### src/rtl/cam_frame_sched_if.sv
// Signal bundle between the camera frame sequencer and its surroundings.
// The environment side is master; the sequencer side (cam_frame_sched) is slave.
interface cam_frame_sched_if #(
  parameter int ADDR_W = 19
);
  logic              cfg_done;
  logic              cmos_vsyn;
  logic              frame_en;
  logic              proc_done;
  logic              data_16b_en;
  logic              capture_en;
  logic [ADDR_W-1:0] wr_addr;
  logic              wr_en;
  logic              frame_start;
  logic              frame_end;
  logic              frame_err;
  logic              busy;

  modport master (
    output cfg_done, cmos_vsyn, frame_en, proc_done, data_16b_en,
    input  capture_en, wr_addr, wr_en, frame_start, frame_end, frame_err, busy
  );

  modport slave (
    input  cfg_done, cmos_vsyn, frame_en, proc_done, data_16b_en,
    output capture_en, wr_addr, wr_en, frame_start, frame_end, frame_err, busy
  );
endinterface

### src/rtl/cam_frame_sched.sv
// Frame-level capture sequencer in the cmos_pclk domain: warm-up, debounced request,
// one VSYNC-aligned frame of capture, write addressing. Define FRAME_CHECK_EN for word-count checking.
module cam_frame_sched #(
  parameter int SKIP_FRAMES = 30,
  parameter int DEBOUNCE    = 100,
  parameter int FRAME_WORDS = 307200,
  parameter int ADDR_W      = 19
) (
  input  logic             cmos_pclk,
  input  logic             rst_n,
  cam_frame_sched_if.slave bus
);

  typedef enum logic [2:0] {
    S_IDLE,
    S_WARMUP,
    S_READY,
    S_ARM,
    S_CAPTURE,
    S_WAIT_PROC
  } state_e;

  localparam int SKIP_W = (SKIP_FRAMES > 1) ? $clog2(SKIP_FRAMES) : 1;
  localparam logic [SKIP_W-1:0] SKIP_LAST = SKIP_W'((SKIP_FRAMES > 0) ? SKIP_FRAMES - 1 : 0);
  localparam int DEB_W = (DEBOUNCE > 0) ? $clog2(DEBOUNCE + 1) : 1;
  localparam logic [DEB_W-1:0] DEB_MAX = DEB_W'(DEBOUNCE);
  localparam logic [ADDR_W-1:0] ADDR_MAX = '1;

  if (FRAME_WORDS > (2 ** ADDR_W)) begin : g_bad_frame_words
    $error("FRAME_WORDS does not fit in the ADDR_W address space");
  end

  state_e            state_q,       state_d;
  logic              cfg_meta_q,    cfg_meta_d;
  logic              cfg_sync_q,    cfg_sync_d;
  logic              vsyn_d1_q,     vsyn_d1_d;
  logic              vsyn_d2_q,     vsyn_d2_d;
  logic [DEB_W-1:0]  deb_cnt_q,     deb_cnt_d;
  logic              consumed_q,    consumed_d;
  logic [SKIP_W-1:0] skip_cnt_q,    skip_cnt_d;
  logic [ADDR_W-1:0] addr_q,        addr_d;
  logic              capture_en_q,  capture_en_d;
  logic              frame_start_q, frame_start_d;
  logic              frame_end_q,   frame_end_d;
  logic              busy_q,        busy_d;

  logic vsyn_neg;
  logic req_valid;
  logic wr_fire;

`ifdef FRAME_CHECK_EN
  // Count saturates one past FRAME_WORDS so any overrun still compares unequal.
  localparam int CNT_W = $clog2(FRAME_WORDS + 2);
  localparam logic [CNT_W-1:0] CNT_EXP = CNT_W'(FRAME_WORDS);
  localparam logic [CNT_W-1:0] CNT_MAX = CNT_W'(FRAME_WORDS + 1);

  logic [CNT_W-1:0] word_cnt_q,  word_cnt_d;
  logic             sat_q,       sat_d;
  logic             frame_err_q, frame_err_d;
`endif

  always_comb begin
    vsyn_neg  = ~vsyn_d1_q & vsyn_d2_q;
    req_valid = (deb_cnt_q == DEB_MAX);
    wr_fire   = bus.data_16b_en & capture_en_q;

    // NOTE: every _d gets a default before any branch, so no path leaves it unassigned (no latches).
    state_d       = state_q;
    cfg_meta_d    = bus.cfg_done;
    cfg_sync_d    = cfg_meta_q;
    vsyn_d1_d     = bus.cmos_vsyn;
    vsyn_d2_d     = vsyn_d1_q;
    deb_cnt_d     = deb_cnt_q;
    consumed_d    = consumed_q;
    skip_cnt_d    = skip_cnt_q;
    addr_d        = addr_q;
    capture_en_d  = capture_en_q;
    frame_start_d = 1'b0;
    frame_end_d   = 1'b0;
`ifdef FRAME_CHECK_EN
    word_cnt_d    = word_cnt_q;
    sat_d         = sat_q;
    frame_err_d   = frame_err_q;
`endif

    if (bus.frame_en) begin
      deb_cnt_d = '0;
    end else if (!req_valid) begin
      deb_cnt_d = deb_cnt_q + 1'b1;
    end

    // The address sticks at the top instead of wrapping over earlier words.
    if (wr_fire && (addr_q != ADDR_MAX)) begin
      addr_d = addr_q + 1'b1;
    end

`ifdef FRAME_CHECK_EN
    if (wr_fire) begin
      if (word_cnt_q != CNT_MAX) word_cnt_d = word_cnt_q + 1'b1;
      if (addr_q == ADDR_MAX)    sat_d      = 1'b1;
    end
`endif

    if ((state_q != S_IDLE) && !cfg_sync_q) begin
      state_d      = S_IDLE;
      skip_cnt_d   = '0;
      capture_en_d = 1'b0;
    end else begin
      case (state_q)
        S_IDLE: begin
          skip_cnt_d = '0;
          if (cfg_sync_q) state_d = S_WARMUP;
        end
        S_WARMUP: begin
          if (vsyn_neg) begin
            if (skip_cnt_q == SKIP_LAST) begin
              state_d    = S_READY;
              skip_cnt_d = '0;
            end else begin
              skip_cnt_d = skip_cnt_q + 1'b1;
            end
          end
        end
        S_READY: begin
          if (req_valid && !consumed_q) begin
            state_d    = S_ARM;
            consumed_d = 1'b1;
          end
        end
        S_ARM: begin
          if (vsyn_neg) begin
            state_d       = S_CAPTURE;
            capture_en_d  = 1'b1;
            frame_start_d = 1'b1;
            addr_d        = '0;
`ifdef FRAME_CHECK_EN
            word_cnt_d    = '0;
            sat_d         = 1'b0;
`endif
          end
        end
        S_CAPTURE: begin
          if (vsyn_neg) begin
            state_d      = S_WAIT_PROC;
            capture_en_d = 1'b0;
            frame_end_d  = 1'b1;
`ifdef FRAME_CHECK_EN
            // Uses the next-count values so a word in this final cycle is included.
            frame_err_d  = (word_cnt_d != CNT_EXP) | sat_d;
`endif
          end
        end
        S_WAIT_PROC: begin
          if (bus.proc_done) state_d = S_READY;
        end
        default: state_d = S_IDLE;
      endcase
    end

    // A request is re-armed only after frame_en has been released for a cycle.
    if (bus.frame_en) consumed_d = 1'b0;

    busy_d = (state_d != S_READY);
  end

  // NOTE: sequential state is written with <= only, so every flop samples pre-edge values.
  always_ff @(posedge cmos_pclk or negedge rst_n) begin
    if (!rst_n) begin
      state_q       <= S_IDLE;
      cfg_meta_q    <= 1'b0;
      cfg_sync_q    <= 1'b0;
      vsyn_d1_q     <= 1'b0;
      vsyn_d2_q     <= 1'b0;
      deb_cnt_q     <= '0;
      consumed_q    <= 1'b0;
      skip_cnt_q    <= '0;
      addr_q        <= '0;
      capture_en_q  <= 1'b0;
      frame_start_q <= 1'b0;
      frame_end_q   <= 1'b0;
      busy_q        <= 1'b0;
`ifdef FRAME_CHECK_EN
      word_cnt_q    <= '0;
      sat_q         <= 1'b0;
      frame_err_q   <= 1'b0;
`endif
    end else begin
      state_q       <= state_d;
      cfg_meta_q    <= cfg_meta_d;
      cfg_sync_q    <= cfg_sync_d;
      vsyn_d1_q     <= vsyn_d1_d;
      vsyn_d2_q     <= vsyn_d2_d;
      deb_cnt_q     <= deb_cnt_d;
      consumed_q    <= consumed_d;
      skip_cnt_q    <= skip_cnt_d;
      addr_q        <= addr_d;
      capture_en_q  <= capture_en_d;
      frame_start_q <= frame_start_d;
      frame_end_q   <= frame_end_d;
      busy_q        <= busy_d;
`ifdef FRAME_CHECK_EN
      word_cnt_q    <= word_cnt_d;
      sat_q         <= sat_d;
      frame_err_q   <= frame_err_d;
`endif
    end
  end

  assign bus.capture_en  = capture_en_q;
  assign bus.wr_addr     = addr_q;
  assign bus.wr_en       = wr_fire;
  assign bus.frame_start = frame_start_q;
  assign bus.frame_end   = frame_end_q;
  assign bus.busy        = busy_q;
`ifdef FRAME_CHECK_EN
  assign bus.frame_err   = frame_err_q;
`else
  assign bus.frame_err   = 1'b0;
`endif

endmodule

### src/flat_wrapper.sv
// flat-port wrapper written by rule: the top's interface ports become plain ports
module cam_frame_sched_flat 
#(
  parameter int SKIP_FRAMES = 30,
  parameter int DEBOUNCE    = 100,
  parameter int FRAME_WORDS = 307200,
  parameter int ADDR_W      = 19
)
  (cmos_pclk, rst_n, bus_cfg_done, bus_cmos_vsyn, bus_frame_en, bus_proc_done, bus_data_16b_en, bus_capture_en, bus_wr_addr, bus_wr_en, bus_frame_start, bus_frame_end, bus_frame_err, bus_busy);
  cam_frame_sched_if #(.ADDR_W(ADDR_W)) bus_i ();
  input  logic cmos_pclk;
  input  logic rst_n;
  input wire logic [$bits(bus_i.cfg_done)-1:0] bus_cfg_done;
  input wire logic [$bits(bus_i.cmos_vsyn)-1:0] bus_cmos_vsyn;
  input wire logic [$bits(bus_i.frame_en)-1:0] bus_frame_en;
  input wire logic [$bits(bus_i.proc_done)-1:0] bus_proc_done;
  input wire logic [$bits(bus_i.data_16b_en)-1:0] bus_data_16b_en;
  output wire logic [$bits(bus_i.capture_en)-1:0] bus_capture_en;
  output wire logic [$bits(bus_i.wr_addr)-1:0] bus_wr_addr;
  output wire logic [$bits(bus_i.wr_en)-1:0] bus_wr_en;
  output wire logic [$bits(bus_i.frame_start)-1:0] bus_frame_start;
  output wire logic [$bits(bus_i.frame_end)-1:0] bus_frame_end;
  output wire logic [$bits(bus_i.frame_err)-1:0] bus_frame_err;
  output wire logic [$bits(bus_i.busy)-1:0] bus_busy;
  assign bus_i.cfg_done = bus_cfg_done;
  assign bus_i.cmos_vsyn = bus_cmos_vsyn;
  assign bus_i.frame_en = bus_frame_en;
  assign bus_i.proc_done = bus_proc_done;
  assign bus_i.data_16b_en = bus_data_16b_en;
  assign bus_capture_en = bus_i.capture_en;
  assign bus_wr_addr = bus_i.wr_addr;
  assign bus_wr_en = bus_i.wr_en;
  assign bus_frame_start = bus_i.frame_start;
  assign bus_frame_end = bus_i.frame_end;
  assign bus_frame_err = bus_i.frame_err;
  assign bus_busy = bus_i.busy;
  cam_frame_sched #(.SKIP_FRAMES(SKIP_FRAMES), .DEBOUNCE(DEBOUNCE), .FRAME_WORDS(FRAME_WORDS), .ADDR_W(ADDR_W)) u_core (.cmos_pclk(cmos_pclk), .rst_n(rst_n), .bus(bus_i));
endmodule
### config.mk
export PLATFORM = sky130hd
export DESIGN_NAME = cam_frame_sched_flat
export DESIGN_NICKNAME = d
export VERILOG_FILES = /design/src/rtl/cam_frame_sched_if.sv /design/src/rtl/cam_frame_sched.sv /design/src/flat_wrapper.sv
export SDC_FILE = /design/constraint.sdc
export NUM_CORES = 1
export LEC_CHECK = 0
export CELL_PAD_IN_SITES_DETAIL_PLACEMENT = 0
export CELL_PAD_IN_SITES_GLOBAL_PLACEMENT = 1
export CORE_ASPECT_RATIO = 1.5
export CORE_UTILIZATION = 38
export DETAILED_ROUTE_END_ITERATION = 8
export HOLD_SLACK_MARGIN = 0.05
export PLACE_DENSITY = 0.74
export SLEW_MARGIN = 15
export SYNTH_ARGS = -nofsm -noshare
export SYNTH_HDL_FRONTEND = slang
export SYNTH_SLANG_ARGS = --single-unit
### constraint.sdc
create_clock -name cmos_pclk -period 2.1 [get_ports cmos_pclk]
set_clock_uncertainty 0.15 [all_clocks]
set_input_delay 0.63 -clock cmos_pclk [delete_from_list [all_inputs] [get_ports cmos_pclk]]
set_output_delay 0.63 -clock cmos_pclk [all_outputs]
set_load 0.005 [all_outputs]
Word level (Yosys, flattened, before mapping)
Cells that the tools add are included.
Storage, ports and cells
  flip-flop bits (word level): 43
  bits of input ports: 7
  output and inout bits: 25
  word-level logic and storage cells: 79
Cells by class
  $add $sub $neg: 3
  equality and inequality tests: 14
  mux-type cells: 32
  bitwise logic cells: 3
  reductions and logical operators: 14
Operator list (count)
  $mux W19: 4
  $mux W3: 8
  $add A19 B1 Y19 const B: 1
  $ne A19 B19 Y1 const B: 1
  $pmux W3 S6: 1
  $mux W5: 3
  $mux W7: 2
  $mux W1: 12
  $pmux W5 S2: 1
  $ne A3 B1 Y1 const B: 3
  $reduce_bool A3 Y1: 3
  $add A7 B1 Y7 const B: 1
  $eq A7 B7 Y1 const B: 1
  $eq A3 B2 Y1 const B: 2
  $eq A3 B3 Y1 const B: 2
  $reduce_and A3 Y1: 2
  $add A5 B1 Y5 const B: 1
  $eq A5 B5 Y1 const B: 1
  $ne A2 B2 Y1 const B: 2
  $reduce_bool A2 Y1: 2
  $eq A3 B1 Y1 const B: 1
  $logic_and A1 B1 Y1: 3
  $logic_not A3 Y1: 1
  $ne A3 B2 Y1 const B: 1
  5 further kinds: 7

Depth between registers and ports, before layout
  depth in word-level cells: 6
  mapped depth: 7
  mapped depth without buffers: 6

Worst setup path before layout
OpenSTA, ideal clock, no wires.
  kind: input port to flip-flop
  from: input bus_data_16b_en
  to: register u_core.addr_q[11] (netlist: u_core.bus.wr_addr[11])
  library setup time: 77 ps
  arrival time: 1943 ps
  required time: 1873 ps
  slack: -70 ps
  cell stages on the path: 5
  buffers on the path: 1
  cell sequence: nand4_1 or4_1 buf_2 or4_1 a21oi_1
Between the ends
  longest elaborated chain between the ends: 6
Ends and longest elaborated chain
  from (decl): line flat_wrapper.sv:17  | input wire logic [$bits(bus_i.data_16b_en)-1:0] bus_data_16b_en;
  $and A1 B1 Y1 *: line cam_frame_sched.sv:65  | wr_fire = bus.data_16b_en & capture_en_q;
  $logic_and A1 B1 Y1 *: line cam_frame_sched.sv:93  | if (wr_fire && (addr_q != ADDR_MAX)) begin
  $mux W19 *: line cam_frame_sched.sv:93
  $mux W19: line cam_frame_sched.sv:131  | if (vsyn_neg) begin
  $mux W19: line cam_frame_sched.sv:109  | case (state_q)
  $mux W19 *: line cam_frame_sched.sv:104  | if ((state_q != S_IDLE) && !cfg_sync_q) begin
  via u_core.addr_d[11]: line cam_frame_sched.sv:41  | logic [ADDR_W-1:0] addr_q, addr_d;
  to (signal assigned): line cam_frame_sched.sv:196  | addr_q <= addr_d;
  to (decl): line cam_frame_sched.sv:41
Mark *: on every way through the listed nets, which the timed path passes. The rest lies on a longest branch.
A chain may end at the register's enable or synchronous reset.

Worst setup path after layout
  from: register u_core.addr_q[3] (netlist: u_core.bus.wr_addr[3])
  to: output bus_wr_addr[3]
RTL lines
  to (decl): line flat_wrapper.sv:19  | output wire logic [$bits(bus_i.wr_addr)-1:0] bus_wr_addr;
No word-level cell between the ends.

==> qor.log <==
qor: status.status finished, final reports clean
qor: worst_setup_path.worstPathMaxFanout 2
qor: global_routing.grt_overflow 0
qor: die.coreArea 5828 um^2
qor: timing.setup-tns-final 0 ps
qor: logic_synthesis.post_synth_main_area_contributors sky130_fd_sc_hd__dfrtp_1, sky130_fd_sc_hd__mux2i_1, sky130_fd_sc_hd__a21oi_1
qor: logic_synthesis.synth.cells.most_frequent sky130_fd_sc_hd__dfrtp_1, sky130_fd_sc_hd__nand2_1, sky130_fd_sc_hd__a21oi_1, sky130_fd_sc_hd__nor2_1, sky130_fd_sc_hd__inv_1
qor: global_routing.first_pass_grt_wire_length 9.066 mm
qor: worst_setup_path.critical_path.cell_chain buf_6 > clkdlybuf4s50_1
qor: logic_synthesis.combinational_family_with_the_most_area_after_synthesis simple AND/OR/NAND/NOR gates
qor: cells_and_area.layout.core_utilization 0.5054
qor: timing.report.final.slew_viol_count 0
qor: logic_synthesis.synth_enable_flop_cells 0
qor: pwr.power.static_leakage 1.219 nW
qor: global_routing.globalRouteTotalUtil 0.1828
qor: place.detailedPlacementHpwl 3.809 mm
qor: logic_synthesis.multiplexer_area_fraction_after_synthesis 0.03930
qor: cells_and_area.antenna_cells 0
qor: cells_and_area.fin_nets 300
qor: worst_setup_path.cp_top_family buffers and inverters
qor: worst_setup_path.cpPeakStageDelay 490 ps
qor: routing.drtIter0Drc 79
qor: hold_path.holdCritPathClass primary input to asynchronous set/reset pin
qor: logic_synthesis.postSynthRegisterBits 43
qor: logic_synthesis.netlist_instances 241
qor: cts.cts.htree.levels 2
qor: logic_synthesis.netlist.area_leader.share 0.4694
qor: cts.tritoncts yes
qor: die.die_area 6353 um^2
qor: routing.first_pass_iteration_count_of_the_detailed_router 4
qor: logic_synthesis.synth_most_common_cell sky130_fd_sc_hd__dfrtp_1
qor: timing.min_period_over_period 0.9800
qor: timing.max_freq 485.9 MHz
qor: pwr.power_frac_clock 0.345
qor: logic_synthesis.netlist_area 2292 um^2
qor: logic_synthesis.ys.flop_type sky130_fd_sc_hd__dfrtp_1
qor: routing.postRouteAntennaNets 0
qor: pwr.switching_component_of_the_power 0.0003739 W
qor: routing.drc_errors 0
qor: routing.route.final.wire_length 5.393 mm
qor: worst_setup_path.cp_slowest_cell sky130_fd_sc_hd__clkdlybuf4s50_1
qor: die.boundaryPins 32
qor: routing.route.vias.total 1,992
qor: die.floorplan.die.width 65.42 um
qor: timing.final.min_clock_period 2058 ps
qor: cells_and_area.layoutNonFillerInstCount 361
qor: pwr.power_density 510.7 nW/um^2
qor: die.core.rowCount 34
qor: logic_synthesis.synth_seq_area_share 0.4694
qor: cells_and_area.layout-drive-gt1-share 0.1765
qor: logic_synthesis.synth-simple-area-share 0.2336
qor: cts.clock_tree.root_cell sky130_fd_sc_hd__clkbuf_8
qor: logic_synthesis.mappedNetlistNets 253
qor: worst_setup_path.cp.arrival 1280 ps
qor: cells_and_area.area_added_between_synthesis_and_finish 28.49%
qor: logic_synthesis.yosys.area_share.adder 0.02729
qor: logic_synthesis.post_synth_xor_area_fraction 0.01146
qor: pwr.power.switching_fraction 0.2486
qor: pwr.ir_drop 307.7 uV
qor: job.max_capacitance_violation_count 0
qor: logic_synthesis.synthesized_area_fraction_occupied_by_ao_oa_aoi_and_oai_cells 0.1736
qor: pwr.share_seq_of_total_power 0.574
qor: logic_synthesis.post_synth_num_cell_types 51
qor: die.initial_utilization 0.3933
qor: cts.worst_setup_hold_path_clk_slew 90 ps
qor: worst_setup_path.crit_buf_inv 2
qor: timing.final-setup-viol-count 0
qor: timing.tightest_slew 546.4 ps
qor: logic_synthesis.post_synth.cell_area_avg 9.511 um^2
qor: worst_setup_path.crit_type register to primary output
qor: global_routing.grt_max_degree 44
qor: global_routing.antenna_violations_before_repair 0
qor: place.place_inst 349
qor: pwr.power.internal 0.001130 W
qor: cts.clk-insertion-delay-late 300 ps
qor: routing.wl_per_cell 14.94 um
qor: logic_synthesis.synth_async_sr_flop_share 1.000
qor: cts.cts_made_buffers 5
qor: cts.cts_sinks 43
qor: global_routing.grt_pass1_vias 1,977
qor: worst_setup_path.setup.worst_path.start_class register
qor: die.vertical_die_dimension 97.12 um
qor: worst_setup_path.worst_ep_required_time 1320 ps
qor: logic_synthesis.synth_area_leader_cell sky130_fd_sc_hd__dfrtp_1
qor: place.gp_congestion 0.7892
qor: cts.clock_tree.buffer_depth 2
qor: worst_setup_path.crit_path_end_kind primary output
qor: logic_synthesis.yosys_warnings 0
qor: timing.slew_margin_rel 0.6333
qor: routing.via_cell_ratio 5.518
qor: pwr.combPwrFrac 0.081
qor: place.numPortBuffers 30
qor: timing.hold_viol_final 0
[path summary, 6_finish.rpt]
check                                      startpoint                     end  slack (ps)  depth (start not counted)
max in group asynchronous                       rst_n  u_core.bus.wr_addr[16]        1420                          2
worst max-delay path            u_core.bus.wr_addr[3]          bus_wr_addr[3]          40                          2
worst min-delay path                            rst_n  u_core.bus.wr_addr[10]         140                          2
worst min register to register      u_core.cfg_meta_q       u_core.cfg_sync_q         210                          0
worst max register to register  u_core.bus.wr_addr[0]   u_core.bus.wr_addr[9]          90                          5
min in group cmos_pclk              u_core.cfg_meta_q       u_core.cfg_sync_q         210                          0
[layout by cell type, fill, tap and decap left out, types with 7 or more instances in the layout]
cell type / count
sky130_fd_sc_hd__nand4_1: 7
sky130_fd_sc_hd__nor2_1: 14
sky130_fd_sc_hd__a21oi_1: 14
sky130_fd_sc_hd__o21ai_0: 9
sky130_fd_sc_hd__nand2b_1: 8
sky130_fd_sc_hd__dfrtp_1: 38
sky130_fd_sc_hd__buf_4: 19
sky130_fd_sc_hd__nand3_1: 10
sky130_fd_sc_hd__inv_1: 12
sky130_fd_sc_hd__clkdlybuf4s50_1: 24
sky130_fd_sc_hd__mux2i_1: 9
sky130_fd_sc_hd__nand2_1: 20
[layer usage]
layer  wire [um]  GRT usage
met5           0          0
met4          90    0.06020
met3         162    0.03521
met2        2876     0.3347
met1        2264     0.2039
[per-stage QoR]
stage | instance area, um^2 | setup WS [ps] | hold slack, ps | total power (W)
finish | 2945 | 41.92 | 136.1 | 0.001504
global route | 2945 | -14.83 | 149.6 | 0.001572
CTS | 2870 | 0.7173 | 148.9 | 0.001532
detailed placement | 2771 | -585.9 | 201.1 | 0.001004
global placement | 2771 | -553.5 | 185.2 | 0.001002
floorplan | 2298 | -66.63 | 181.2 | 0.0009486
[sequential cells by signal, summed over array words and instances, names as in the netlist]
register                count
u_core.bus.capture_en       1
u_core.bus.frame_start      1
u_core.bus.frame_end        1
u_core.skip_cnt_q           5
u_core.vsyn_d2_q            1
u_core.consumed_q           1
u_core.cfg_sync_q           1
u_core.state_q              3
u_core.deb_cnt_q            7
u_core.bus.wr_addr         19
u_core.bus.busy             1
u_core.vsyn_d1_q            1
u_core.cfg_meta_q           1
[cells by family after synthesis]
family,Yosys count
simple gates,97
compound gates,58
xor+xnor,3
mux,9
buf+inv,25
other cells,1
flops,43
fa+ha+maj,5
[what timing repair did]
action,CTS,global route
hold buffers,0,0
setup endpoints to repair,14,17
gates resized for setup,6,18
setup buffers,2,2
pin swaps,0,2
[power by group through the flow]
stage	combinational (W)	sequential [W]	clock, W
after detailed placement	0.000124	0.000880	0
after global placement	0.000122	0.000879	0
final	0.000122	0.000863	0.000519
after floorplan	0.0000732	0.000875	0
after global routing	0.000139	0.000868	0.000565
after CTS	0.000123	0.000864	0.000544
[cell type report]
cell class | count | area (um^2)
Clock buffer | 7 | 76.32
Clock inverter | 1 | 5.005
Fill cell | 559 | 2883
Inverter | 14 | 53.80
Multi-Input combinational cell | 173 | 1165
Sequential cell | 43 | 1082
Tap cell | 72 | 90.09
Timing Repair Buffer | 51 | 473.0
Note: power is estimated with default switching activity, not from simulation.
